<file path="config.mk">
export PLATFORM = sky130hd
export DESIGN_NAME = mod_n_code_counter
export DESIGN_NICKNAME = d
export VERILOG_FILES = /design/src/rtl/mod_n_code_counter.sv
export SDC_FILE = /design/constraint.sdc
export NUM_CORES = 1
export LEC_CHECK = 0
export CORE_ASPECT_RATIO = 0.75
export CORE_MARGIN = 10
export CORE_UTILIZATION = 53
export CTS_CLUSTER_SIZE = 25
export DETAILED_ROUTE_END_ITERATION = 7
export GPL_TIMING_DRIVEN = 0
export PLACE_DENSITY = 0.81
export RECOVER_POWER = 50
export SLEW_MARGIN = 20
export SYNTH_ARGS = -nofsm -noshare
export SYNTH_HDL_FRONTEND = slang
export SYNTH_SLANG_ARGS = --single-unit
</file>
<file path="constraint.sdc">
create_clock -name clk -period 3.5 [get_ports clk]
set_input_delay 0.7 -clock clk [delete_from_list [all_inputs] [get_ports clk]]
set_output_delay 0.7 -clock clk [all_outputs]
set_load 0.005 [all_outputs]
</file>
<file path="src/rtl/mod_n_code_counter.sv">
// Multi-digit modulo-N up/down counter with ripple carry/borrow between digits
// and a registered, runtime-selectable per-digit output code.
module mod_n_code_counter #(
  parameter int unsigned N_DIGITS = 2,
  parameter int unsigned DIGIT_W  = 4,
  parameter int unsigned MODULUS  = 10
) (
  input  logic                         clk,
  input  logic                         rst,
  input  logic                         en,
  input  logic                         up,
  input  logic                         load,
  input  logic [N_DIGITS*DIGIT_W-1:0]  load_val,
  input  logic [1:0]                   mode,
  output logic [N_DIGITS*DIGIT_W-1:0]  bin,
  output logic [N_DIGITS*DIGIT_W-1:0]  count,
  output logic                         tc,
  output logic                         wrap
);

  localparam int unsigned BUS_W    = N_DIGITS * DIGIT_W;
  localparam int unsigned EXT_W    = DIGIT_W + 1;
  localparam logic [EXT_W-1:0] MOD_X = EXT_W'(MODULUS);
  localparam logic [EXT_W-1:0] MAX_X = EXT_W'(MODULUS - 1);
  localparam bit   USE_2421        = (MODULUS <= 10) && (DIGIT_W >= 4);

  logic [BUS_W-1:0] bin_q, bin_d;
  logic [BUS_W-1:0] count_q, count_d;
  logic             wrap_q;
  logic             all_term;
  logic             carry;
  logic [EXT_W-1:0] dig_x, ld_x, nxt_x;

  // Per-digit output code; 2421 falls back to binary when it cannot represent the digit range.
  function automatic logic [DIGIT_W-1:0] encode(input logic [DIGIT_W-1:0] v,
                                                input logic [1:0]         m);
    logic [EXT_W-1:0] ext;
    ext = {1'b0, v};
    case (m)
      2'd0:    encode = v;
      2'd1:    encode = v ^ (v >> 1);
      2'd2:    encode = DIGIT_W'(ext + EXT_W'(3));
      default: begin
        if (USE_2421 && (ext >= EXT_W'(5))) encode = DIGIT_W'(ext + EXT_W'(6));
        else                                encode = v;
      end
    endcase
  endfunction

  // Next digit values: load legalises each field, counting ripples carry/borrow upward.
  always_comb begin
    bin_d    = bin_q;
    count_d  = '0;
    all_term = 1'b1;
    carry    = 1'b1;
    dig_x    = '0;
    ld_x     = '0;
    nxt_x    = '0;
    for (int i = 0; i < int'(N_DIGITS); i++) begin
      dig_x = {1'b0, bin_q[i*DIGIT_W +: DIGIT_W]};
      ld_x  = {1'b0, load_val[i*DIGIT_W +: DIGIT_W]};
      nxt_x = dig_x;
      if (up) all_term = all_term & (dig_x == MAX_X);
      else    all_term = all_term & (dig_x == '0);
      if (load) begin
        nxt_x = (ld_x >= MOD_X) ? '0 : ld_x;
      end else if (en && carry) begin
        if (up) begin
          nxt_x = dig_x + EXT_W'(1);
          if (nxt_x >= MOD_X) nxt_x = '0;
          else                carry = 1'b0;
        end else begin
          if (dig_x == '0) begin
            nxt_x = MAX_X;
          end else begin
            nxt_x = dig_x - EXT_W'(1);
            carry = 1'b0;
          end
        end
      end
      bin_d[i*DIGIT_W +: DIGIT_W]   = nxt_x[DIGIT_W-1:0];
      count_d[i*DIGIT_W +: DIGIT_W] = encode(nxt_x[DIGIT_W-1:0], mode);
    end
  end

  assign tc = en & ~load & ~rst & all_term;

  always_ff @(posedge clk) begin
    if (rst) begin
      bin_q   <= '0;
      count_q <= '0;
      wrap_q  <= 1'b0;
    end else begin
      bin_q   <= bin_d;
      count_q <= count_d;
      wrap_q  <= tc;
    end
  end

  assign bin   = bin_q;
  assign count = count_q;
  assign wrap  = wrap_q;

endmodule

</file>
==> qor.tcl <==
set qor(status) {finished, final reports clean}
set qor(drt-total-wl_um) 4730
set qor(setup_total_negative_slack_ps) 0
set qor(drcViolationCount) 0
set qor(worstSetupPathType) {in -> out}
set qor(clock_path_buffers) 2
set qor(timing.rr.start) {bin[0]$_SDFF_PP0_}
set qor(power.total_mw) 0.645
set qor(worst_vdd_drop_v) 0.000185
set qor(synth_enable_flop_cells) 0
set qor(cts_tree) {done}
set qor(drt-initial-drc-count) 116
set qor(synth_area_um2) 1780
set qor(end_kind) {output pin}
set qor(leakage_nw) 0.957
set qor(hold_ws_ps) 779
set qor(numPlacedInstances) 307
set qor(finalWorstPathRequiredPeriod_ps) 3400
set qor(synthesis.area_per_instance_um2) 7.55
set qor(cts-buffers-inserted) 3
set qor(asyncSetResetFlopFracSynth) 0
set qor(layout.nets) 304
set qor(dieWidth_um) 87.0
set qor(clkSlewWorstSetupHoldPaths_ps) 70
set qor(clk-insertion-delay-late_ps) 260
set qor(dieArea_um2) 6110
set qor(finalWeightedCongestion) 0.910
set qor(grt.total_usage) 0.154
set qor(finish.utilization) 0.675
set qor(slew_headroom) 0.571
set qor(final_worst_path_period_share) 0.971
set qor(pin_count_of_the_biggest_net_entering_global_routing) 11
set qor(setup_repair_after_global_routing_missed_its_margin) {true}
set qor(antenna_cells) 0
set qor(maxClockFrequency_mhz) 294
set qor(hold_viol_final) 0
set qor(clock_sink_count) 17
set qor(r2r_end) {count[6]$_SDFF_PP0_}
set qor(initial_core_util) 0.546
set qor(power.density_nw_per_um2) 293
set qor(synthCells) 236
set qor(critical_path.startpoint) {load}
set qor(maxSlewViolCount) 0
set qor(overflow) 0
set qor(clock_tree.htree_level_count) 1
set qor(detailed_place.area_um2) 2140
set qor(coreArea_um2) 3270
set qor(detailroute.via_count) 1873
set qor(critical_path.endpoint) {tc}
set qor(regToRegSetupSlack_ps) 210
set qor(row_count) 18
set qor(grt_pass1_vias) 1801
set qor(placement.io_buffers) 31
set qor(layout-drive-gt1-share) 0.0886
set qor(timing.critical_path.from_type) {primary input}
set qor(postSynthRegisterBits) 17
set qor(firstDrtPassIters) 4
set qor(fin_cells) 311
set qor(viasPerCell) 6.02
set qor(post_dr_wirelength_cell_um) 15.2
set qor(final_design_area_no_fill_um2) 2200
set qor(fin_ws_ps) 100
set qor(grt_antenna_before_repair) 0
set qor(synth-seq-area-share) 0.191
set qor(flow.area_growth_from_synthesis_pct) 23.6
set qor(preCtsSetupSlack_ps) -146
set qor(count_of_max_cap_constraint_violations) 0
set qor(arrival_ps) 2700
set qor(worst_clock_skew_ps) 1.07
set qor(post_cts_hold_buffer_count) 0
set qor(detailed_place_hpwl_um) 3680
set qor(ys.warnings.count) 0
set qor(clk_root_buffer_cell) {clkbuf_8}
set qor(max_slew.worst_pin.slew_ps) 641
set qor(finalSetupViolations) 0
set qor(critPathRequiredTime_ps) 2800
set qor(crit_fanout) 10
set qor(min-delay-path-class) {reg -> reg}
set qor(synth.distinct_cells) 55
set qor(mappedNetlistNets) 268
set qor(postSynth.topFlopCell) {dfxtp_1}
set qor(grt_pass1_wl_um) 8070
set qor(reg2reg_depth) 14
set qor(pin_count) 33
set qor(ant_nets) 0
set qor(die_h_um) 70.2
==> worst min path at each step <==
| stage | start | to | slack [ps] | cells past startpoint |
|---|---|---|---|---|
| final | bin[6]$_SDFF_PP0_ | wrap$_SDFF_PP0_ | 780 | 3 |
| after global routing | bin[6]$_SDFF_PP0_ | wrap$_SDFF_PP0_ | 850 | 3 |
| after CTS | bin[6]$_SDFF_PP0_ | wrap$_SDFF_PP0_ | 810 | 3 |
| after detailed placement | bin[6]$_SDFF_PP0_ | wrap$_SDFF_PP0_ | 800 | 3 |
| after global placement | bin[6]$_SDFF_PP0_ | wrap$_SDFF_PP0_ | 800 | 3 |
| after floorplan | bin[6]$_SDFF_PP0_ | wrap$_SDFF_PP0_ | 730 | 3 |
==> synth_stat cells (5+ instances only) <==
cell type | instances | area [um^2]
a21oi_1 | 10 | 50.1
a31oi_1 | 9 | 56.3
and3_1 | 5 | 31.3
clkbuf_1 | 7 | 26.3
dfxtp_1 | 17 | 340
ha_1 | 17 | 213
inv_1 | 16 | 60.1
nand2_1 | 25 | 93.8
nand2b_1 | 7 | 43.8
nand3_1 | 8 | 40.0
nor2_1 | 20 | 75.1
nor2b_1 | 6 | 37.5
nor3_1 | 7 | 35.0
o21ai_0 | 12 | 60.1
==> layer usage <==
| layer | track usage | up-vias | wire (um) |
|---|---|---|---|
| met2 | 0.240 | 52 | 2140 |
| met4 | 0.0503 | 0 | 90 |
| met1 | 0.197 | 875 | 2180 |
| li1 | - | 936 | - |
| met3 | 0.0417 | 10 | 314 |
| met5 | 0 | - | 0 |
==> where the power goes <==
part	total, mW	switching [mW]	internal (mW)
Sequential	0.221	0.0112	0.210
Combinational	0.268	0.144	0.124
Clock	0.157	0.0774	0.0792
==> state kept, by name, indices dropped and copies added (netlist names) <==
name,count
bin,8
count,8
wrap,1
==> layout by cell type, fill, tap and decap left out, types with 3 or more instances in the layout <==
cell	instances
dlygate4sd3_1	15
ha_1	16
clkdlybuf4s50_1	16
a21o_1	3
a21oi_1	10
nor2_1	18
clkbuf_8	3
mux2_2	3
nand2_1	25
clkbuf_1	6
nor2b_1	6
a31oi_1	9
xnor2_1	3
nand4_1	3
nor3b_1	3
a211oi_1	3
o211ai_1	3
and3_1	5
buf_2	3
o21ai_0	12
nand3_1	8
mux2i_1	4
nand2b_1	7
inv_1	16
o21bai_1	4
nor3_1	7
dfxtp_1	17
==> critical path: stages <==
cell and delay (ps):
clkdlybuf4s50_1 440, clkinv_1 210, nand2_1 170, or4_4 450, nor3_1 190, clkdlybuf4s50_1 530
==> logic make-up (layout without fill, tap and decap cells) <==
group	Yosys count	count (layout)	share of synthesized area
buf+inv	28	63	0.0653
compound gates	65	65	0.266
mux	7	7	0.0414
fa+ha+maj	17	17	0.119
flops	17	17	0.191
xor+xnor	4	4	0.0302
simple gates	98	98	0.287
==> repair_timing <==
action,4_1_cts,5_1_grt
gates resized for setup,1,7
setup buffers,0,0
pin swaps,0,1
endpoints found under the setup margin,1,5
==> final cells by class <==
type	count	area, um^2
buffer	11	56.3
clock buffer	3	41.3
clock inverter	1	5.00
fill	281	1060
inverter	17	63.8
multi-input combinational	191	1340
sequential	17	340
tap	40	50.0
timing repair buffer	31	310
(Power assumes the default switching activity.)
